## src/rtl/prog_loader.sv

```systemverilog
// Instruction-memory loader: parses a framed byte stream (sync, count, word bytes, XOR checksum)
// and writes 16-bit words into instruction memory, releasing cpu_hold only after a good frame.
module prog_loader #(
   parameter int         ADDR_W    = 5,
   parameter int         DEPTH     = 32,
   parameter logic [7:0] SYNC_BYTE = 8'hA5
) (
   input  logic              clock,
   input  logic              reset,
   input  logic              start,
   input  logic [7:0]        in_data,
   input  logic              in_valid,
   output logic              in_ready,
   output logic [ADDR_W-1:0] mem_addr,
   output logic [15:0]       mem_data,
   output logic              mem_wren,
   output logic              cpu_hold,
   output logic              done,
   output logic              error
);

   typedef enum logic [2:0] {
      S_SYNC,
      S_COUNT,
      S_HI,
      S_LO,
      S_WR,
      S_CHK,
      S_DONE,
      S_ERR
   } state_t;

   state_t            state;
   state_t            next_state;
   logic [ADDR_W:0]   word_cnt;
   logic [ADDR_W:0]   word_max;
   logic [ADDR_W:0]   word_nxt;
   logic [7:0]        chk;
   logic [15:0]       word_reg;
   logic              take;
   logic              count_bad;

   assign take      = in_valid && in_ready;
   assign word_nxt  = word_cnt + {{ADDR_W{1'b0}}, 1'b1};
   // Compare in 32 bits so counts above DEPTH are caught even when DEPTH fills ADDR_W.
   assign count_bad = (in_data == 8'd0) || ({24'd0, in_data} > 32'(DEPTH));

   assign mem_addr  = word_cnt[ADDR_W-1:0];
   assign mem_data  = word_reg;

   always_ff @(posedge clock) begin
      if (reset) begin
         state <= S_SYNC;
      end else begin
         state <= next_state;
      end
   end

   always_comb begin
      next_state = state;
      case (state)
         S_SYNC:  if (take && in_data == SYNC_BYTE) next_state = S_COUNT;
         S_COUNT: if (take) next_state = count_bad ? S_ERR : S_HI;
         S_HI:    if (take) next_state = S_LO;
         S_LO:    if (take) next_state = S_WR;
         S_WR:    next_state = (word_nxt == word_max) ? S_CHK : S_HI;
         S_CHK:   if (take) next_state = (in_data == chk) ? S_DONE : S_ERR;
         S_DONE:  if (start) next_state = S_SYNC;
         S_ERR:   if (start) next_state = S_SYNC;
         default: next_state = S_SYNC;
      endcase
   end

   always_comb begin
      in_ready = 1'b0;
      mem_wren = 1'b0;
      cpu_hold = 1'b1;
      done     = 1'b0;
      error    = 1'b0;
      case (state)
         S_SYNC, S_COUNT, S_HI, S_LO, S_CHK: in_ready = 1'b1;
         S_WR:    mem_wren = 1'b1;
         S_DONE: begin
            done     = 1'b1;
            cpu_hold = 1'b0;
         end
         S_ERR:   error = 1'b1;
         default: in_ready = 1'b0;
      endcase
   end

   always_ff @(posedge clock) begin
      if (reset) begin
         word_cnt <= '0;
         word_max <= '0;
         chk      <= 8'd0;
         word_reg <= 16'd0;
      end else begin
         case (state)
            S_COUNT: begin
               if (take && !count_bad) begin
                  word_max <= in_data[ADDR_W:0];
                  word_cnt <= '0;
                  chk      <= 8'd0;
               end
            end
            S_HI: begin
               if (take) begin
                  word_reg[15:8] <= in_data;
                  chk            <= chk ^ in_data;
               end
            end
            S_LO: begin
               if (take) begin
                  word_reg[7:0] <= in_data;
                  chk           <= chk ^ in_data;
               end
            end
            S_WR: word_cnt <= word_nxt;
            S_DONE, S_ERR: begin
               if (start) begin
                  word_cnt <= '0;
                  word_max <= '0;
                  chk      <= 8'd0;
               end
            end
            default: ;
         endcase
      end
   end

endmodule
```

## config.mk

```make
export PLATFORM = sky130hd
export DESIGN_NAME = prog_loader
export DESIGN_NICKNAME = d
export VERILOG_FILES = /design/src/rtl/prog_loader.sv
export SDC_FILE = /design/constraint.sdc
export NUM_CORES = 1
export LEC_CHECK = 0
export CORE_UTILIZATION = 57
export DETAILED_ROUTE_END_ITERATION = 8
export PLACE_DENSITY = 0.95
export SLEW_MARGIN = 20
export SYNTH_ARGS = -nofsm -noshare
export SYNTH_HDL_FRONTEND = slang
export SYNTH_SLANG_ARGS = --single-unit
```

## constraint.sdc

```tcl
create_clock -name clock -period 3.05 [get_ports clock]
set_input_delay 0.61 -clock clock [delete_from_list [all_inputs] [get_ports clock]]
set_output_delay 0.61 -clock clock [all_outputs]
set_load 0.03 [all_outputs]
```

==> flow_metrics.env <==
export IMPL_p_int_w=0.000835
export IMPL_areaGrowthSynthToFinish_pct=22.8
export IMPL_yosys_top_cells_area="dfxtp_1 (36%), a21oi_1 (6.6%), nand2_1 (4.5%)"
export IMPL_switching_share_pct=35.8
export IMPL_synth_distinct_cells=54
export IMPL_drc_errors=0
export IMPL_fmax_mhz=365
export IMPL_cts_clk_slew_worst_paths_ps=70
export IMPL_crit_path_start_kind="register"
export IMPL_cts_resized=0
export IMPL_wirelength_mm=5.55
export IMPL_clock_path_buffers=2
export IMPL_post_route_period_util_pct=89.9
export IMPL_grt_overflow_total=0
export IMPL_fill_cells=278
export IMPL_holdCritPathClass="register to register"
export IMPL_insertion_delay_ps=300
export IMPL_r2r_end="state[1]"
export IMPL_cp_required_ps=2440
export IMPL_cts_tree="done"
export IMPL_max_cap_violations=0
export IMPL_rsz0062_at_grt="no"
export IMPL_fin_cells=352
export IMPL_dr_pass1_iters=5
export IMPL_clock_sinks=39
export IMPL_yosysTopAreaCell="dfxtp_1"
export IMPL_rows=22
export IMPL_num_nets_final=316
export IMPL_regToRegStartpoint="state[0]"
export IMPL_worst_r2r_path_depth=5
export IMPL_async_flop_share_pct=0
export IMPL_n_antenna_cell=0
export IMPL_hp_start="mem_data[6]"
export IMPL_crit_path_end_kind="output pin"
export IMPL_grt_max_degree=33
export IMPL_crit_fanout=11
export IMPL_total_leakage_power_nw=0.884
export IMPL_numCtsBuffers=5
export IMPL_worstMarginPinSlew_ps=691
export IMPL_clkPwrFrac_pct=26.4
export IMPL_finalSetupTns_ps=0
export IMPL_gp_congestion=0.868
export IMPL_via_per_inst=6.28
export IMPL_synthesis_nets=279
export IMPL_root_buffer="clkbuf_8"
export IMPL_portBuffers=37
export IMPL_drt_initial_drc_count=226
export IMPL_grt_util_met1_pct=36.4
export IMPL_cellPowerDensity_nw_per_um2=485
export IMPL_ant_nets=0
export IMPL_cts_hold_buffers=0
export IMPL_io_pins=38
export IMPL_design_area_um2=2690
export IMPL_yosysWarnings=0
export IMPL_initial_core_util_pct=59.7
export IMPL_placed_cells=344
export IMPL_cts_max_level=2
export IMPL_vias=2210
export IMPL_holdWs_ps=462
export IMPL_first_global_vias=2006
export IMPL_ir_drop_v=0.000285
export IMPL_synth_top_cell_area_share_pct=35.7
export IMPL_finClkSkew_ps=8.02
export IMPL_synthCells=266
export IMPL_top_usage_layer="met2"
export IMPL_hold_path_depth=2
export IMPL_finalSetupViolCount=0
export IMPL_fin_crit_ps=2740
export IMPL_post_cts_buffers=0
export IMPL_cp_arrival_ps=2130
export IMPL_die_area_um2=4090
export IMPL_gr_usage_met3_pct=4.64
export IMPL_met2_usage_pct=47.9
export IMPL_die_h_um=63.9
export IMPL_grt_pass1_wl_mm=9.19
export IMPL_seq_area_frac_synth_pct=35.7
export IMPL_hold_viol_final=0
export IMPL_avgSynthCellArea_um2=8.22
export IMPL_core_um2=3660
export IMPL_ys_ff_latch=39
export IMPL_routedWlPerCell_um=15.8
export IMPL_antenna_found_initial=0
export IMPL_hold_path_endpoint="mem_data[6]"
export IMPL_place_area_um2=2600
export IMPL_syn_area_um2=2190
export IMPL_drv_slew=0
export IMPL_p_sw_w=0.000466
export IMPL_combPwrFrac_pct=30.2
export IMPL_synth_edf_count=0
export IMPL_drive_above_1_share_pct=10.9
export IMPL_yosys_most_used_dff="dfxtp_1"
export IMPL_grt_usage_pct=28.7
export IMPL_status="completed"
export IMPL_die_w_um=63.9
export IMPL_hpwlAfterDp_mm=3.94
export IMPL_crit_type="register to output pin"
export IMPL_seq_power_share_pct=43.4
export IMPL_max_slew_margin_rel_pct=53.5
export IMPL_reg2reg_slack_ps=1090
==> cells by family after synthesis <==
family / after synthesis / share of synthesized area [%]
xor gates and xnor gates: 12 / 4.81
muxes: 9 / 4.18
AOI/OAI and AO/OA: 80 / 26.0
adders and majority gates: 1 / 0.572
DFF: 39 / 35.7
and+or+nand+nor: 92 / 21.1
buffers and inverters: 33 / 7.61
==> power by group through the flow <==
stage          combinational [W]  sequential [W]  clock [W]
3_3_place_gp            0.000372        0.000573          0
6_report                0.000393        0.000565   0.000343
3_5_place_dp            0.000385        0.000576          0
4_1_cts                 0.000387        0.000564   0.000347
2_1_floorplan           0.000297        0.000558          0
5_1_grt                 0.000423        0.000567   0.000367
==> synthesized netlist by cell type (2+ instances only) <==
master      n
dfxtp_1    39
a21oi_1    29
nand2_1    26
nor2_1     25
inv_1      11
nand3_1    10
clkbuf_1    9
xnor2_1     9
a311oi_1    8
mux2i_1     8
o31ai_1     8
a31oi_1     7
o21ai_0     7
buf_4       6
buf_2       4
nor3_1      4
nand2b_1    3
nand4_1     3
o22ai_1     3
or4_1       3
xor2_1      3
a2111oi_0   2
a41oi_1     2
and2_1      2
and4_1      2
buf_6       2
nand3b_1    2
nor2b_1     2
or3_1       2
==> metal layers <==
layer / share of wire [%] / vias up
met5: 0 / -
met4: 1.5 / 0
met3: 6.6 / 8
met2: 49 / 111
met1: 43 / 1049
li1: - / 1042
==> registers in the layout (all words and copies together), names as in the netlist <==
name,flops
word_max,6
word_cnt,6
mem_data,16
state,3
chk,8
==> metrics by stage <==
stage                     utilization, %  setup slack (ps)  total power [W]
after global placement              71.1               393         0.000945
after CTS                           73.4               336          0.00130
after floorplan                        -               780         0.000855
after global routing                73.4               246          0.00136
after detailed placement            71.1               308         0.000961
final                               73.4               307          0.00130
==> area by class of cell <==
class                      count  area (um2)  area share [%]
inverter                      12        45.0            1.68
tap                           48        60.1            2.24
sequential                    39         781            29.1
clock buffer                   6        72.6            2.70
timing repair buffer          51         475            17.7
clock inverter                 2        12.5           0.466
multi-input combinational    194        1240            46.2
==> how the worst max path moves through the flow <==
stage | start | slack (ps) | depth (start not counted) | end
2_1_floorplan | in_data[1] | 780 | 7 | word_max[0]
3_3_place_gp | in_data[1] | 390 | 6 | word_max[1]
3_5_place_dp | in_data[1] | 310 | 6 | word_max[0]
4_1_cts | state[0] | 340 | 3 | mem_wren
5_1_grt | state[1] | 250 | 3 | mem_wren
6_report | state[0] | 310 | 3 | mem_wren
==> placed cells by master, fill, tap and decap left out, drive strengths merged, types with 9 or more instances in the layout <==
cell type,synthesis,routed
a311oi,9,9
dfxtp,39,39
nor2,26,26
a21oi,29,29
nand3,11,11
buf,12,14
clkdlybuf4s50,0,37
nand2,26,26
o31ai,9,9
inv,11,11
xnor2,9,9
==> worst max-delay path: stages (launching register included) <==
cell             delay (ps)
dfxtp_1                 440
or3_1                   500
clkinv_1                210
clkdlybuf4s50_1         700
Note: power is estimated with default switching activity, not from simulation.
